==> src/rtl/fp_div_seq_if.sv <==
// Operand/result handshake bundle for the sequential floating-point divider.
// Both directions use valid/ready; the divider sits on the slave modport.
interface fp_div_seq_if #(
    parameter int W_MANTISSA = 10,
    parameter int W_EXPONENT = 5
);
    localparam int W = W_MANTISSA + W_EXPONENT + 1;

    logic         in_valid;
    logic         in_ready;
    logic [W-1:0] in_a;
    logic [W-1:0] in_b;
    logic         out_valid;
    logic         out_ready;
    logic [W-1:0] out_x;
    logic         overflow;
    logic         underflow;
    logic         exception;

    modport master (
        output in_valid, in_a, in_b, out_ready,
        input  in_ready, out_valid, out_x, overflow, underflow, exception
    );

    modport slave (
        input  in_valid, in_a, in_b, out_ready,
        output in_ready, out_valid, out_x, overflow, underflow, exception
    );
endinterface

==> src/rtl/fp_div_seq.sv <==
// Sequential floating-point divider, out_x = in_a / in_b, restoring division
// one quotient bit per cycle; fixed latency including the special cases.
module fp_div_seq #(
    parameter int W_MANTISSA = 10,
    parameter int W_EXPONENT = 5
) (
    input logic          clk,
    input logic          rst_n,
    fp_div_seq_if.slave  bus
);
    localparam int W  = W_MANTISSA + W_EXPONENT + 1;
    localparam int EW = W_EXPONENT + 2;
    localparam int CW = $clog2(W_MANTISSA + 2);

    localparam logic signed [EW-1:0] EXP_BIAS = EW'(2 ** (W_EXPONENT - 1) - 1);
    localparam logic signed [EW-1:0] EXP_MAX  = EW'(2 ** W_EXPONENT - 1);
    localparam logic signed [EW-1:0] EXP_ZERO = '0;
    localparam logic signed [EW-1:0] EXP_ONE  = EW'(1);
    localparam logic [CW-1:0]        CNT_LAST = CW'(W_MANTISSA + 1);

    typedef enum logic [1:0] {IDLE, DIV, NORM, DONE} state_t;

    state_t                  state;
    logic [CW-1:0]           cnt;
    logic                    sign_r;
    logic signed [EW-1:0]    exp_r;
    logic [W_MANTISSA+1:0]   rem;
    logic [W_MANTISSA:0]     dvs;
    logic [W_MANTISSA+1:0]   q;
    logic                    a_zero;
    logic                    b_zero;
    logic                    in_ready_r;
    logic                    out_valid_r;
    logic [W-1:0]            out_x_r;
    logic                    ovf_r;
    logic                    unf_r;
    logic                    exc_r;

    logic                    ge;
    logic [W_MANTISSA+1:0]   rem_next;
    logic [W_MANTISSA-1:0]   mant_n;
    logic signed [EW-1:0]    exp_n;

    // Restoring step and post-division normalisation.
    always_comb begin
        ge       = rem >= {1'b0, dvs};
        rem_next = ge ? (rem - {1'b0, dvs}) : rem;
        if (q[W_MANTISSA+1]) begin
            mant_n = q[W_MANTISSA:1];
            exp_n  = exp_r;
        end else begin
            mant_n = q[W_MANTISSA-1:0];
            exp_n  = exp_r - EXP_ONE;
        end
    end

    // NOTE: all state below is written with non-blocking assignments so every
    // register samples pre-edge values, independent of statement order.
    always_ff @(posedge clk or negedge rst_n) begin
        if (!rst_n) begin
            state       <= IDLE;
            cnt         <= '0;
            sign_r      <= 1'b0;
            exp_r       <= '0;
            rem         <= '0;
            dvs         <= '0;
            q           <= '0;
            a_zero      <= 1'b0;
            b_zero      <= 1'b0;
            in_ready_r  <= 1'b1;
            out_valid_r <= 1'b0;
            out_x_r     <= '0;
            ovf_r       <= 1'b0;
            unf_r       <= 1'b0;
            exc_r       <= 1'b0;
        end else begin
            case (state)
                IDLE: begin
                    if (bus.in_valid && in_ready_r) begin
                        state      <= DIV;
                        in_ready_r <= 1'b0;
                        cnt        <= '0;
                        q          <= '0;
                        sign_r     <= bus.in_a[W-1] ^ bus.in_b[W-1];
                        exp_r      <= signed'({2'b00, bus.in_a[W-2:W_MANTISSA]})
                                    - signed'({2'b00, bus.in_b[W-2:W_MANTISSA]})
                                    + EXP_BIAS;
                        rem        <= {2'b01, bus.in_a[W_MANTISSA-1:0]};
                        dvs        <= {1'b1, bus.in_b[W_MANTISSA-1:0]};
                        // Exponent 0 is zero; denormal mantissas are ignored.
                        a_zero     <= (bus.in_a[W-2:W_MANTISSA] == '0);
                        b_zero     <= (bus.in_b[W-2:W_MANTISSA] == '0);
                    end
                end

                DIV: begin
                    q   <= {q[W_MANTISSA:0], ge};
                    rem <= rem_next << 1;
                    cnt <= cnt + 1'b1;
                    if (cnt == CNT_LAST) state <= NORM;
                end

                NORM: begin
                    ovf_r <= 1'b0;
                    unf_r <= 1'b0;
                    exc_r <= 1'b0;
                    if (b_zero) begin
                        out_x_r <= {sign_r, {(W-1){1'b1}}};
                        exc_r   <= 1'b1;
                    end else if (a_zero) begin
                        out_x_r <= {sign_r, {(W-1){1'b0}}};
                    end else if (exp_n <= EXP_ZERO) begin
                        out_x_r <= {sign_r, {(W-1){1'b0}}};
                        unf_r   <= 1'b1;
                    end else if (exp_n > EXP_MAX) begin
                        out_x_r <= {sign_r, {(W-1){1'b1}}};
                        ovf_r   <= 1'b1;
                    end else begin
                        out_x_r <= {sign_r, exp_n[W_EXPONENT-1:0], mant_n};
                    end
                    out_valid_r <= 1'b1;
                    state       <= DONE;
                end

                DONE: begin
                    // in_ready rises only after the handshake edge, so a
                    // result and a new accept never share a cycle.
                    if (bus.out_ready) begin
                        out_valid_r <= 1'b0;
                        in_ready_r  <= 1'b1;
                        state       <= IDLE;
                    end
                end

                default: state <= IDLE;
            endcase
        end
    end

    assign bus.in_ready  = in_ready_r;
    assign bus.out_valid = out_valid_r;
    assign bus.out_x     = out_x_r;
    assign bus.overflow  = ovf_r;
    assign bus.underflow = unf_r;
    assign bus.exception = exc_r;
endmodule

==> src/flat_wrapper.sv <==
// flat-port wrapper written by rule: the top's interface ports become plain ports
module fp_div_seq_flat 
#(
    parameter int W_MANTISSA = 10,
    parameter int W_EXPONENT = 5
)
  (clk, rst_n, bus_in_valid, bus_in_a, bus_in_b, bus_out_ready, bus_in_ready, bus_out_valid, bus_out_x, bus_overflow, bus_underflow, bus_exception);
  fp_div_seq_if #(.W_MANTISSA(W_MANTISSA), .W_EXPONENT(W_EXPONENT)) bus_i ();
  input logic clk;
  input logic rst_n;
  input wire logic [$bits(bus_i.in_valid)-1:0] bus_in_valid;
  input wire logic [$bits(bus_i.in_a)-1:0] bus_in_a;
  input wire logic [$bits(bus_i.in_b)-1:0] bus_in_b;
  input wire logic [$bits(bus_i.out_ready)-1:0] bus_out_ready;
  output wire logic [$bits(bus_i.in_ready)-1:0] bus_in_ready;
  output wire logic [$bits(bus_i.out_valid)-1:0] bus_out_valid;
  output wire logic [$bits(bus_i.out_x)-1:0] bus_out_x;
  output wire logic [$bits(bus_i.overflow)-1:0] bus_overflow;
  output wire logic [$bits(bus_i.underflow)-1:0] bus_underflow;
  output wire logic [$bits(bus_i.exception)-1:0] bus_exception;
  assign bus_i.in_valid = bus_in_valid;
  assign bus_i.in_a = bus_in_a;
  assign bus_i.in_b = bus_in_b;
  assign bus_i.out_ready = bus_out_ready;
  assign bus_in_ready = bus_i.in_ready;
  assign bus_out_valid = bus_i.out_valid;
  assign bus_out_x = bus_i.out_x;
  assign bus_overflow = bus_i.overflow;
  assign bus_underflow = bus_i.underflow;
  assign bus_exception = bus_i.exception;
  fp_div_seq #(.W_MANTISSA(W_MANTISSA), .W_EXPONENT(W_EXPONENT)) u_core (.clk(clk), .rst_n(rst_n), .bus(bus_i));
endmodule
==> config.mk <==
export PLATFORM = sky130hd
export DESIGN_NAME = fp_div_seq_flat
export DESIGN_NICKNAME = d
export VERILOG_FILES = /design/src/rtl/fp_div_seq_if.sv /design/src/rtl/fp_div_seq.sv /design/src/flat_wrapper.sv
export SDC_FILE = /design/constraint.sdc
export NUM_CORES = 1
export LEC_CHECK = 0
export BUFFER_PORTS_ARGS = -buffer_cell sky130_fd_sc_hd__buf_2
export CAP_MARGIN = 20
export CORE_ASPECT_RATIO = 1.75
export CORE_UTILIZATION = 30
export DETAILED_ROUTE_END_ITERATION = 7
export GPL_TIMING_DRIVEN = 0
export PLACE_DENSITY_LB_ADDON = 0.15
export SETUP_SLACK_MARGIN = 0.5
export SYNTH_ARGS = -nofsm -noshare
export SYNTH_HDL_FRONTEND = slang
export SYNTH_SLANG_ARGS = --single-unit
==> constraint.sdc <==
create_clock -name clk -period 3 [get_ports clk]
set_input_delay 0.15 -clock clk [delete_from_list [all_inputs] [get_ports clk]]
set_output_delay 0.15 -clock clk [all_outputs]
set_load 0.05 [all_outputs]
# Word level (Yosys, flattened, before mapping)
# Cells that the tools add are included.
# classes
eq_ne,7
order_cmp,3
n_reduce_logical,12
n_bitwise,1
add_sub_neg,5
n_mux,30
# ops
operator,n
$mux W15,4
$pmux W12 S2,2
$mux W12,2
$ge A12 B11 Y1,1
$mux W1,11
$mux W11,1
$sub A11 B11 Y11,1
$logic_not A5 Y1,2
$mux W10,1
$pmux W2 S4,1
$pmux W4 S2,1
$add A7 B5 Y7 const B,1
$gt A7 B6 Y1 const B,1
$le A7 B1 Y1 const B,1
$mux W7,1
$sub A7 B2 Y7 const B,1
$mux W2,3
$reduce_and A2 Y1,3
$reduce_and A3 Y1,2
$reduce_bool A2 Y1,3
$sub A5 B5 Y6,1
$add A4 B1 Y4 const B,1
$eq A2 B2 Y1 const B,2
$eq A4 B4 Y1 const B,1
other kinds (8),10
# totals
out_inout_bits,21
regBits,72
inputBits,36
elab_cells,73

# Depth between registers and ports, before layout
# Gate-level depths: netlist (run 1).
# logic_depth
word_depth,7
depth_mapped,10
ltp_nobuf,10

# Worst setup path before layout (run 1)
# No wires, ideal clock.
# synth_path
path_kind,reg-to-reg
startpoint,reg u_core.exp_r[0]
endpoint,reg u_core.out_x_r[3] (netlist: u_core.bus.out_x[3])
t_arrival_ns,2.224
path_stages_with_launch,10
synth_period_minus_slack_ns,2.350
required_time_ns,2.874
path_buffers,1
setup_ns,0.126
setup_slack_ns,0.650
cell_sequence,dfrtp_1 -> inv_1 -> ha_1 -> or3b_2 -> xor2_1 -> a41oi_1 -> nand3b_1 -> clkbuf_1 -> a211oi_1 -> nor3_1
# synth_between
elab_chain_len,7
word_cells_on_any_way,8
cone_classes,1 x add/sub; 2 x order compare; 5 x mux
# synth_rtl
element,line,rtl
"start, declared",fp_div_seq.sv:26,logic signed [EW-1:0] exp_r;
"start signal, assigned",fp_div_seq.sv:85,"exp_r <= signed'({2'b00, bus.in_a[W-2:W_MANTISSA]})"
$sub A7 B2 Y7,fp_div_seq.sv:53,exp_n = exp_r - EXP_ONE;
$mux W7 *,fp_div_seq.sv:48,if (q[W_MANTISSA+1]) begin
$gt A7 B6 Y1,fp_div_seq.sv:115,end else if (exp_n > EXP_MAX) begin
$mux W15,fp_div_seq.sv:115,
$mux W15 *,fp_div_seq.sv:112,end else if (exp_n <= EXP_ZERO) begin
$mux W15 *,fp_div_seq.sv:110,end else if (a_zero) begin
$mux W15 *,fp_div_seq.sv:107,if (b_zero) begin
"end signal, assigned",fp_div_seq.sv:108,"out_x_r <= {sign_r, {(W-1){1'b1}}};"
"end signal, assigned",fp_div_seq.sv:111,"out_x_r <= {sign_r, {(W-1){1'b0}}};"
"end signal, assigned",fp_div_seq.sv:113,"out_x_r <= {sign_r, {(W-1){1'b0}}};"
"end, declared",fp_div_seq.sv:34,logic [W-1:0] out_x_r;
# Mark *: on every way between the ends. The rest lies on a longest branch, timed or not.
# A chain may end at the register's enable or synchronous reset.

# Final worst setup path (run 1)
# Same ends and word-level chain as after synthesis.

==> impl_summary.md, run 1 <==
Yosys
The cell taking the most area after synthesis is dfrtp_1. For this run, asynchronously set or reset flops after synthesis account for 100%. Counting flops with a built-in enable in the synthesized netlist gives 0. The net count after synthesis is 505. The total of flip-flops plus latches after synthesis is approximately 70. The number of warnings issued by yosys is 0. The count of cell types in the netlist is 55.

Sorting the synthesized cells by area gives the leading types as dfrtp_1 42%, ha_1 6.8%, mux2_2 4.8%, o21ai_0 4.1%, nor2_1 3.3%. The main flop type after synthesis is dfrtp_1. In the synthesized netlist, the cells that appear most often are 71 x dfrtp_1, 37 x nor2_1, 35 x o21ai_0. The sequential share of the synthesized area is 42.6%. The most common cell in the netlist is dfrtp_1.

The cell area that synthesis handed to floorplanning was roughly 4200 um2. Summed over its instances, the top area cell type makes up 42.0% of the synthesized netlist area. The gate count after technology mapping is 444. The average size of a mapped cell is 9.53 um2.

Worst setup path
The nature of the critical path startpoint is a register. The family of cells with the greatest summed delay on the critical path is simple AND/OR/NAND/NOR gates. The largest fanout on the critical path is 10.

At the worst endpoint, the required time is 3.21 ns. The number of buffers and inverters on the critical path is 2. The signal on the critical path passes through inv_1, ha_1, nor2b_2, mux2i_1, or4_1, and3b_4, nor3b_4, buf_6, nor3_1. The slowest stage of the critical path is the or4_1 cell. The largest stage delay on the critical path is 0.54 ns. The critical path is of the register to register type. The arrival time at the worst endpoint is 2.61 ns.

The kind of capture point of the worst setup path is a register.

STA
Setup repair after global routing left no endpoint under its margin. The worst max-slew margin expressed relative to the limit is a little over half. After routing, the total negative slack on setup checks comes to 0 ns.

The slew at the pin closest to its max-slew limit is roughly 0.71 ns. Static timing analysis puts the maximum clock frequency at 417 MHz. The count of final hold-check violations is 0.

The final cycle utilization of the critical path is between 80% and 90%. For the finished layout, the period the worst path requires is 2.40 ns. The post-route clock skew is 0.00828 ns. The final max-slew violation count came to 0. The count of endpoints failing setup in the final report is 0.

Clock tree
At the later pin of the worst-skew pair, clock insertion delay measures 0.33 ns. Clock-pin slew was measured on the worst setup and hold paths at 0.06 ns. The clock drives 72 sinks. TritonCTS built the clock tree. The number of buffers on the longest clock path is 2. In this run, CTS created clock tree buffers numbering 9. The H-tree was split into 3 levels. In this run the clock root is driven by a clkbuf_16.

Cells and area
The sequential cell area is 1810 um2. The repair_antennas step left the layout with diodes totalling 0. In the final design database the tool counted approximately 580 nets. Relative to the synthesized area, the layout overhead comes to 23.8%.

Cells with a size suffix above 1 make up 23.4% of the layout. The filler cells instantiated in the layout total 1448. In the final layout, the multi-input gates occupy about 2300 um2.

Power
The static power due to leakage is about 2.4 nW. After layout, the design draws a total of 6.25 mW. The power density of the placed cells is 1190 nW/um2. The worst-case IR drop observed on VDD is 0.364 mV.

Floorplan
The die covers roughly 15000 um2. The die outline width is 91.8 um. The floorplan has 57 rows. In this run the count of I/O pins placed on the die edge is 57.

The core region is 13800 um2. The die is 159 um tall. The effective utilization at floorplan is 30.6%.

Drt
In this run, the number of DRC markers left after iteration 0 of detailed routing was 140. Once detail routing completed, the nets flagged for antenna violations numbered 0. Before antenna repair, the detailed router went through 4 iterations.

The per-cell routed wire length is 15.1 um. The total via count after detailed routing is 3504. Summed over all layers, the routed wires come to 10.6 mm. In the routed design, unresolved DRC markers number 0. In the routed layout, each cell is associated on average with a via count of 4.98.

GRT
The via count of the first global-routing pass is 3697. The first global-routing pass estimated 17.6 mm of wire. The initial antenna violation count is 0. Entering global routing, the biggest net connects 41 pins. The total global routing track utilization is between 10% and 20%.

The final global-route overflow total is 0.

Min path
The worst hold path belongs to the class input port to register.

Place
The congestion estimate from routability-driven global placement came to 0.844. The number of port buffers is 56. The HPWL after detailed placement is 8.01 mm.

Run status
The run finished with clean final reports.

Job
The tool flagged a number of max-cap violations equal to 0.
[through the flow]
step	hold slack, ns	util [%]	setup WS [ns]	std cells	cell area, um2
2_1_floorplan	-0.146	-	0.650	444	4230
3_3_place_gp	0.383	34.2	0.0807	677	4730
3_5_place_dp	0.130	34.4	0.112	678	4750
4_1_cts	0.0392	37.4	0.512	699	5170
5_1_grt	0.0397	37.8	0.497	703	5240
6_report	0.0483	37.8	0.600	703	5240
[registers in the layout (all words and copies together) (netlist names)]
signal and cells:
u_core.bus.overflow 1, u_core.bus.underflow 1, u_core.dvs 11, u_core.a_zero 1
u_core.exp_r 7, u_core.state 2, u_core.bus.in_ready 1, u_core.b_zero 1
u_core.rem 12, u_core.sign_r 1, u_core.cnt 4, u_core.bus.exception 1
u_core.bus.out_x 16, u_core.bus.out_valid 1, u_core.q 12
[final timing paths]
kind	startpoint	end	slack (ns)	cells after the start
setup / recovery	u_core.exp_r[0]$_DFFE_PN0P_	u_core.bus.out_x[3]$_DFFE_PN0P_	0.60	9
hold / removal	bus_in_b[7]	u_core.dvs[7]$_DFFE_PN0P_	0.05	2
setup reg to reg	u_core.exp_r[0]$_DFFE_PN0P_	u_core.bus.out_x[3]$_DFFE_PN0P_	0.60	9
hold reg to reg	u_core.dvs[10]$_DFFE_PN0P_	u_core.dvs[10]$_DFFE_PN0P_	0.48	2
max in group asynchronous	rst_n	u_core.exp_r[0]$_DFFE_PN0P_	2.11	3
min in group asynchronous	rst_n	u_core.bus.out_x[15]$_DFFE_PN0P_	0.30	2
[cell usage in the layout (no fill, tap or decap), types with 2 or more instances in the layout]
cell type / instances
a211oi_1: 12
a211oi_2: 2
a21o_1: 2
a21oi_1: 23
a22o_1: 13
a22oi_1: 3
buf_2: 55
buf_4: 9
buf_6: 2
bufinv_16: 2
clkbuf_1: 15
clkbuf_16: 9
clkbuf_2: 2
clkinv_4: 3
dfrtp_1: 69
dfrtp_2: 2
ha_1: 23
inv_1: 30
mux2_2: 18
mux2i_1: 8
nand2_1: 26
nand2b_1: 3
nand3_1: 5
nand3b_1: 2
nand4_1: 2
nor2_1: 37
nor2b_1: 14
nor3_1: 23
nor3b_1: 9
nor4_1: 4
o21a_1: 6
o21ai_0: 35
o31ai_1: 4
or3_1: 3
xnor2_1: 11
xor2_1: 4
[power by group]
group / internal (mW) / switching, mW
combinational: 1.38 / 2.10
sequential: 1.34 / 0.266
clock: 0.733 / 0.424
total: 3.45 / 2.79
[kinds of logic after synthesis]
logic type / share of synthesized area (%)
AND/OR/NAND/NOR: 17.5
AO/OA/AOI/OAI: 17.7
adder cells (fa/ha/maj): 7.75
flip-flops: 42.6
XOR/XNOR: 3.11
multiplexers: 6.68
buffers and inverters: 4.64
[repair_timing]
action,CTS,global route
endpoints found under the setup margin,24,32
gates resized for setup,13,10
pin swaps,3,3
hold buffers,1,0
buffers inserted,4,4
hold endpoints to repair,31,0
[final cells by class]
class,count,area share (%)
plain buffers,20,1.84
clock buffers,10,4.37
clock inverters,6,1.79
inverters,30,2.15
multi-input cells,322,44.0
flip-flops and latches,72,34.5
well taps,177,4.23
repair buffers,66,7.12
[routing by layer]
metal  up-vias  GRT usage, %  share of wire [%]
li1       1731             -                  -
met1      1695          16.3                 39
met2        57          29.5                 56
met3        21          1.96                2.7
met4         0          6.32                2.5
met5         -             0                  0
Power figures use the tool's default switching activity.
==> run 2, diff against run 1 <==
==> constraint.sdc (replaced) <==
create_clock -name clk -period 2.49 [get_ports clk]
set_input_delay 0.1245 -clock clk [delete_from_list [all_inputs] [get_ports clk]]
set_output_delay 0.1245 -clock clk [all_outputs]
set_load 0.05 [all_outputs]
==> run 2 against run 1 <==
  * Sequential share of layout area fell by 2.8 points
  * Setup slack got worse by 0.43 ns
  * Die area did not move
  * Sequential cell count did not move
  * Utilization rose by 3.3 points
  * Maximum frequency rose by 3.6%
  * Total power rose by 37%
  * First-iteration DRC count fell by 51%
  * Largest cell class unchanged
  * Sequential power rose by 22%
  * Clock skew fell by 0.0022 ns
  * Global-route usage rose by 1.2 points
==> impl_summary.md, run 2 (synthesis results as in run 1) <==
Job
The tool flagged a number of max-cap violations equal to 0.

Min path
The path class of the tightest hold or removal check is input port to register. The source of the worst hold timing path is bus_in_b[7]. The worst hold path terminates at u_core.dvs[7]$_DFFE_PN0P_. Along the worst hold path, the cell count comes to 2.

Cells and area
The antenna diode instance count is 0. The number of nets in the final layout is 596. Leaving out fill and tap cells, the most frequent cell in the layout is dfrtp_1. Compared with the post-synthesis result, the final layout area differs by 34.6%. The register with the most flip-flops in the layout has 16 of them. The finished layout holds 717 standard cells, fillers aside. Of the cells placed in the final design, the portion with a size suffix greater than 1 is 35.4%. In the layout the commonest cells are 69 x dfrtp_1, 56 x buf_2, 33 x nor2_1, 27 x o21ai_0.

STA
Of the available clock period, the critical path in the final layout requires 93.0%. Setup repair after global routing could not meet its margin everywhere. The smallest clock period supported by the final layout is computed as 2.32 ns.

In this run the tightest slew margin relative to its limit is 65.1%. The count of final hold-check violations is 0. Between clock sinks in the finished design, the worst skew comes to about 0.0061 ns.

Hold timing on the final database bottoms out at a slack of 0.0152 ns. Setup violations remaining at the end of the flow were counted as 0. The final max-slew violation count is 0. At the pin with the least slew margin, the transition time is 0.524 ns. The fmax is 432 MHz.

Floorplan
The number of core rows is 57. The effective utilization at floorplan is 30.6%. In this run the horizontal extent of the chip is 91.8 um.

The count of boundary I/O pins is 57. The die is between 150 and 200 um tall. The total area inside the core boundary comes to 13800 um2. The die area is 14600 um2.

Power
The sequential power share is a little under a quarter. Across the VDD grid, the largest voltage drop is around 0.53 mV. The combinational share of power is 61.5%. The power density of the placed cells is 1500 nW/um2. The clock share of power is 15.7%.

The internal power of the cells totals 4.74 mW. In this run the power spent charging and discharging nets is 3.82 mW. The static power due to leakage is 2.57 nW. Net switching is between 40% and 50% of the power.

GRT
The initial antenna violation count is 0. Across every metal layer, demand over resource in global routing totals 16.4%. Entering global routing, the biggest net connects 41 pins.

Global routing finished with a remaining overflow of 0. The first-pass GRT wire length is 18.6 mm. The via count of the first global-routing pass was between 3000 and 4000.

Worst setup path
The worst reg-to-reg path cell count is 9. The kind of capture point of the worst setup path is a register. The origin of the critical flop-to-flop path is u_core.dvs[0]$_DFFE_PN0P_.

The nature of the critical path startpoint is a register. The path type of the worst setup path is register to register. Data arrives at the worst endpoint at between 2 and 3 ns. In this run the critical register-to-register path is captured at u_core.rem[5]$_DFFE_PN0P_. The largest fanout on the critical path is 7. The setup slack of the worst register-to-register path is roughly 0.17 ns. For the worst setup path, the data required time is between 2 and 3 ns.

Run status
The run finished with clean final reports.

Drt
Wires add up to 11.3 mm. The detailed-route DRC error count is 0. For this block, the initial DRC count from the detailed router was 69. The vias per cell is 4.97. The detailed-router iteration count before antenna repair is 4.

In the final routed layout, each cell accounts on average for ~16 um. Across all layers, the routed design uses approximately 3600 vias. The detail route stage leaves a number of antenna-violating nets equal to 0.

Clock tree
The cell sitting at the root of the clock tree is a clkbuf_16. At the later pin of the worst-skew pair, clock insertion delay measures about 0.34 ns. In this run the number of H-tree levels came out at 3. The number of buffers created by CTS is 9.

The clock tree from TritonCTS is done. After clock tree synthesis, the clock-pin slew on the worst setup and hold paths is 0.06 ns. In this run the deepest clock path goes through 2 buffers.

Clock tree synthesis found a total of 72 sinks.

Place
The placer's final routability congestion estimate is 0.838. The number of port buffers is between 50 and 60. The placed wire-length estimate after detailed placement is around 8.2 mm. After detailed placement, the design holds a cell count of 678.
[run 2: worst max-delay path by stage]
stage | from | endpoint | slack [ns]
after floorplan | u_core.exp_r[1]$_DFFE_PN0P_ | u_core.bus.out_x[2]$_DFFE_PN0P_ | 0.29
after global placement | u_core.exp_r[0]$_DFFE_PN0P_ | u_core.bus.out_x[9]$_DFFE_PN0P_ | -0.04
after detailed placement | u_core.exp_r[0]$_DFFE_PN0P_ | u_core.bus.out_x[9]$_DFFE_PN0P_ | -0.07
after CTS | u_core.dvs[0]$_DFFE_PN0P_ | u_core.rem[5]$_DFFE_PN0P_ | 0.16
after global routing | u_core.dvs[0]$_DFFE_PN0P_ | u_core.rem[10]$_DFFE_PN0P_ | 0.08
final | u_core.dvs[0]$_DFFE_PN0P_ | u_core.rem[5]$_DFFE_PN0P_ | 0.17
[run 2: through the flow]
step	utilization [%]	setup WS, ns	power, mW	setup TNS (ns)	cell area, um2
2_1_floorplan	-	0.294	5.13	0	4330
3_3_place_gp	35.0	-0.0397	6.06	-0.0848	4840
3_5_place_dp	35.1	-0.0683	6.13	-0.123	4860
4_1_cts	40.3	0.163	8.35	0	5570
5_1_grt	41.2	0.0805	9.16	0	5700
6_report	41.2	0.173	8.56	0	5700
[run 2: worst max-delay path, stage by stage, from the launching register on]
cell	delay, ns
dfrtp_1	0.41
ha_4	0.18
fa_2	0.33
nand2b_4	0.17
a211oi_4	0.30
o41ai_4	0.13
a21o_4	0.27
buf_8	0.15
mux2i_1	0.17
o21ai_1	0.08
[run 2: power by group through the flow]
stage	Combinational, mW	Clock [mW]	Sequential (mW)
after floorplan	2.67	0	2.47
after global placement	4.10	0	1.96
after detailed placement	4.16	0	1.98
after CTS	5.03	1.38	1.95
after global routing	5.71	1.42	2.03
final	5.26	1.34	1.96
[run 2: metal layers]
metal / track usage (%) / wire length, um
met2: 32.3 / 6510
met3: 2.67 / 329
met4: 6.11 / 224
met1: 16.9 / 4270
met5: 0 / 0
[run 2: timing repair]
item                       in CTS  in global routing
hold endpoints to repair       31                  0
setup endpoints to repair      49                 41
setup buffers                  19                  1
resized for setup              54                 28
pin swaps                      23                  7
hold buffers                    1                  0
cloned                          2                  0
[run 2: layout make-up]
class	instances	area, um2
multi-input combinational	322	2590
tap	177	221
buffer	20	119
inverter	30	113
clock buffer	10	239
clock inverter	6	67.6
fill	1400	8140
sequential	72	1810
timing repair buffer	80	541
==> run 3, diff against run 2 <==
--- a/config.mk
+++ b/config.mk
@@ -12,6 +12,7 @@
 export DETAILED_ROUTE_END_ITERATION = 7
 export GPL_TIMING_DRIVEN = 0
 export PLACE_DENSITY_LB_ADDON = 0.15
+export REMOVE_ABC_BUFFERS = 1
 export SETUP_SLACK_MARGIN = 0.5
 export SYNTH_ARGS = -nofsm -noshare
 export SYNTH_HDL_FRONTEND = slang
==> run 3 against run 2 <==
  * Sequential cell count unchanged
  * Clock power up 7%
  * Setup slack worse by 0.037 ns
  * Critical path type unchanged
  * Critical endpoint is now u_core.rem[2]$_DFFE_PN0P_
  * Largest power group unchanged
==> impl_summary.md, run 3 (synthesis results as in run 1) <==
Drt
The per-cell routed wire length is 15.8 um. The detailed-router iteration count before antenna repair is 4. The detailed-route DRC error count is 0.

The count of antenna-violating nets left after detailed routing is 0. The vias per cell is roughly 5.0. The routed layout has between 3000 and 4000 vias. After detailed routing, the total wire length is 11.2 mm. After the first detailed-routing iteration, the DRC count stood at around 120.

Clock tree
The number of buffers created by CTS is 9. The tree is rooted in a clkbuf_16. The clock input transition at the sequential cells of the worst setup and hold paths is around 0.07 ns.

The later-pin clock latency in the skew report is 0.34 ns. TritonCTS built the clock tree. Counting along the longest clock path gives a buffer depth of 2. CTS saw 72 sinks. The maximum level of the CTS H-tree is 3.

Worst setup path
The path type of the worst setup path is register to register. At the worst endpoint, the required time is 2.76 ns. The kind of capture point of the worst setup path is a register.

The arrival time at the worst endpoint is 2.62 ns. The worst setup path is launched from a register. Along the worst path, the maximum fanout reaches 4.

Floorplan
The core outline area is 13800 um2. In this run the horizontal extent of the chip is around 92 um. The floorplan step defined a die boundary enclosing 14600 um2. The number of core rows is 57. Pin placement for this block handled 57 I/O pins. The effective utilization at floorplan is 30.6%.

In this run the vertical extent of the chip is approximately 160 um.

Place
The placed wire-length estimate after detailed placement is 7.14 mm. Timing analysis after detailed placement gives a worst setup slack of -0.522 ns. In this run the tool buffered the top-level ports with 56 buffer cells.

The placer's final routability congestion estimate is 0.761. The post-place instance area is 4700 um2.

Cells and area
The area of all placed cells without fillers is between 5000 and 6000 um2. The number of flip-flops in the largest register is 16. The number of nets in the final layout is 585.

The fraction of layout cells with a size suffix above 1 is 32.7%. The antenna diode instance count is 0. The top cell types in the final layout, fill and taps aside, are 68 x dfrtp_1, 55 x buf_2, 34 x nor2_1, 28 x inv_1, 26 x o21ai_0. The most common cell after layout, fill and taps aside is dfrtp_1. Compared with the post-synthesis result, the final layout area differs by 32.3%. Fill cells in the final layout number 1436.

GRT
The initial antenna violation count is 0. The first global-routing pass estimated approximately 18 mm of wire. The maximum number of pins on one net before global-route repair is 52. Global routing consumed, over all layers together, 15.6% of the routing resources. The final global-route overflow total is 0. The via count of the first global-routing pass is 3655.

STA
In this run the tightest slew margin relative to its limit is 64.8%. The final max-slew violation count is 0. Setup repair after global routing could not meet its margin everywhere. The worst setup margin is 0.137 ns.

After layout, the worst path uses 94.5% of the clock period. For the pin with the worst max-slew slack, the measured transition is between 0.5 and 0.6 ns. Derived from the worst setup path, the maximum achievable clock frequency is 425 MHz. The post-route clock skew is 0.00715 ns. Setup violations remaining at the end of the flow were counted as 0. The routed design could run at a clock period as short as 2.35 ns.

The count of final hold-check violations is 0.

Power
The peak supply drop is 0.586 mV. For this design the static power due to leakage is 2.52 nW. The power density of the placed cells is 1520 nW/um2.

The completed layout was analyzed and its total power is 8.49 mW.

Run status
The flow ran to the end, and the final reports show no timing, DRC or antenna violations.

Min path
The type of the tightest min-delay check is input port to register.

Job
The reported max-cap violation count is 0.
-- run 3: changes by cell type in the layout (fill, tap and decap cells not counted), sizes merged --
cell and change:
clkbuf -18, buf +4, a21o +1, bufinv +1
clkinvlp -1, inv +1, nand3 +1
-- run 3: where the power goes --
| group | switching [mW] | total, mW | internal [mW] |
|---|---|---|---|
| registers | 0.346 | 1.96 | 1.62 |
| clock network | 0.551 | 1.44 | 0.888 |
| logic | 2.81 | 5.09 | 2.28 |
-- run 3: critical path, stage by stage, from the launching register on --
cell      delay, ns
dfrtp_1        0.42
ha_4           0.18
fa_2           0.34
nand2b_4       0.16
a211oi_4       0.27
o41ai_4        0.13
a21o_4         0.26
buf_12         0.13
mux2_2         0.26
o21ai_1        0.12
-- run 3: area by class of cell --
class	count	area [um2]	area share [%]
clock inverter	7	103	1.83
multi-input combinational	324	2520	45.1
timing repair buffer	87	601	10.7
tap	177	221	3.96
clock buffer	9	225	4.03
sequential	72	1810	32.3
inverter	30	113	2.01
-- run 3: per-layer routing --
layer | global-route usage (%) | wire, um | vias up
met1 | 16.2 | 4180 | 1736
li1 | - | - | 1750
met3 | 3.10 | 287 | 18
met2 | 30.1 | 6310 | 54
met4 | 5.82 | 392 | 0
met5 | 0 | 0 | -
-- run 3: path summary, 6_finish.rpt --
kind	from	to	cells after the start	slack, ns
hold reg to reg	u_core.dvs[10]$_DFFE_PN0P_	u_core.dvs[10]$_DFFE_PN0P_	2	0.45
min in group asynchronous	rst_n	u_core.bus.underflow$_DFFE_PN0P_	2	0.23
max in group asynchronous	rst_n	u_core.bus.in_ready$_DFFE_PN1P_	3	1.65
setup reg to reg	u_core.dvs[0]$_DFFE_PN0P_	u_core.rem[2]$_DFFE_PN0P_	9	0.14
hold / removal	bus_in_b[0]	u_core.dvs[0]$_DFFE_PN0P_	2	0.01
setup / recovery	u_core.dvs[0]$_DFFE_PN0P_	u_core.rem[2]$_DFFE_PN0P_	9	0.14
-- run 3: repair_timing --
| item | in CTS | in global routing |
|---|---|---|
| endpoints found under the hold margin | 21 | 0 |
| buffers inserted | 18 | 9 |
| pin swaps | 13 | 14 |
| hold buffers | 1 | 0 |
| cloned | 2 | 1 |
| gates resized for setup | 49 | 27 |
| setup endpoints to repair | 65 | 43 |
-- run 3: stage by stage --
stage	cells	util, %	TNS, ns	hold WS, ns
global placement	657	33.6	-29.41	0.360
global route	706	40.4	0	0.00556
detailed placement	659	34.0	-9.97	0.0514
finish	706	40.4	0	0.0117
CTS	696	38.9	0	0.00234
floorplan	424	-	0	-0.171
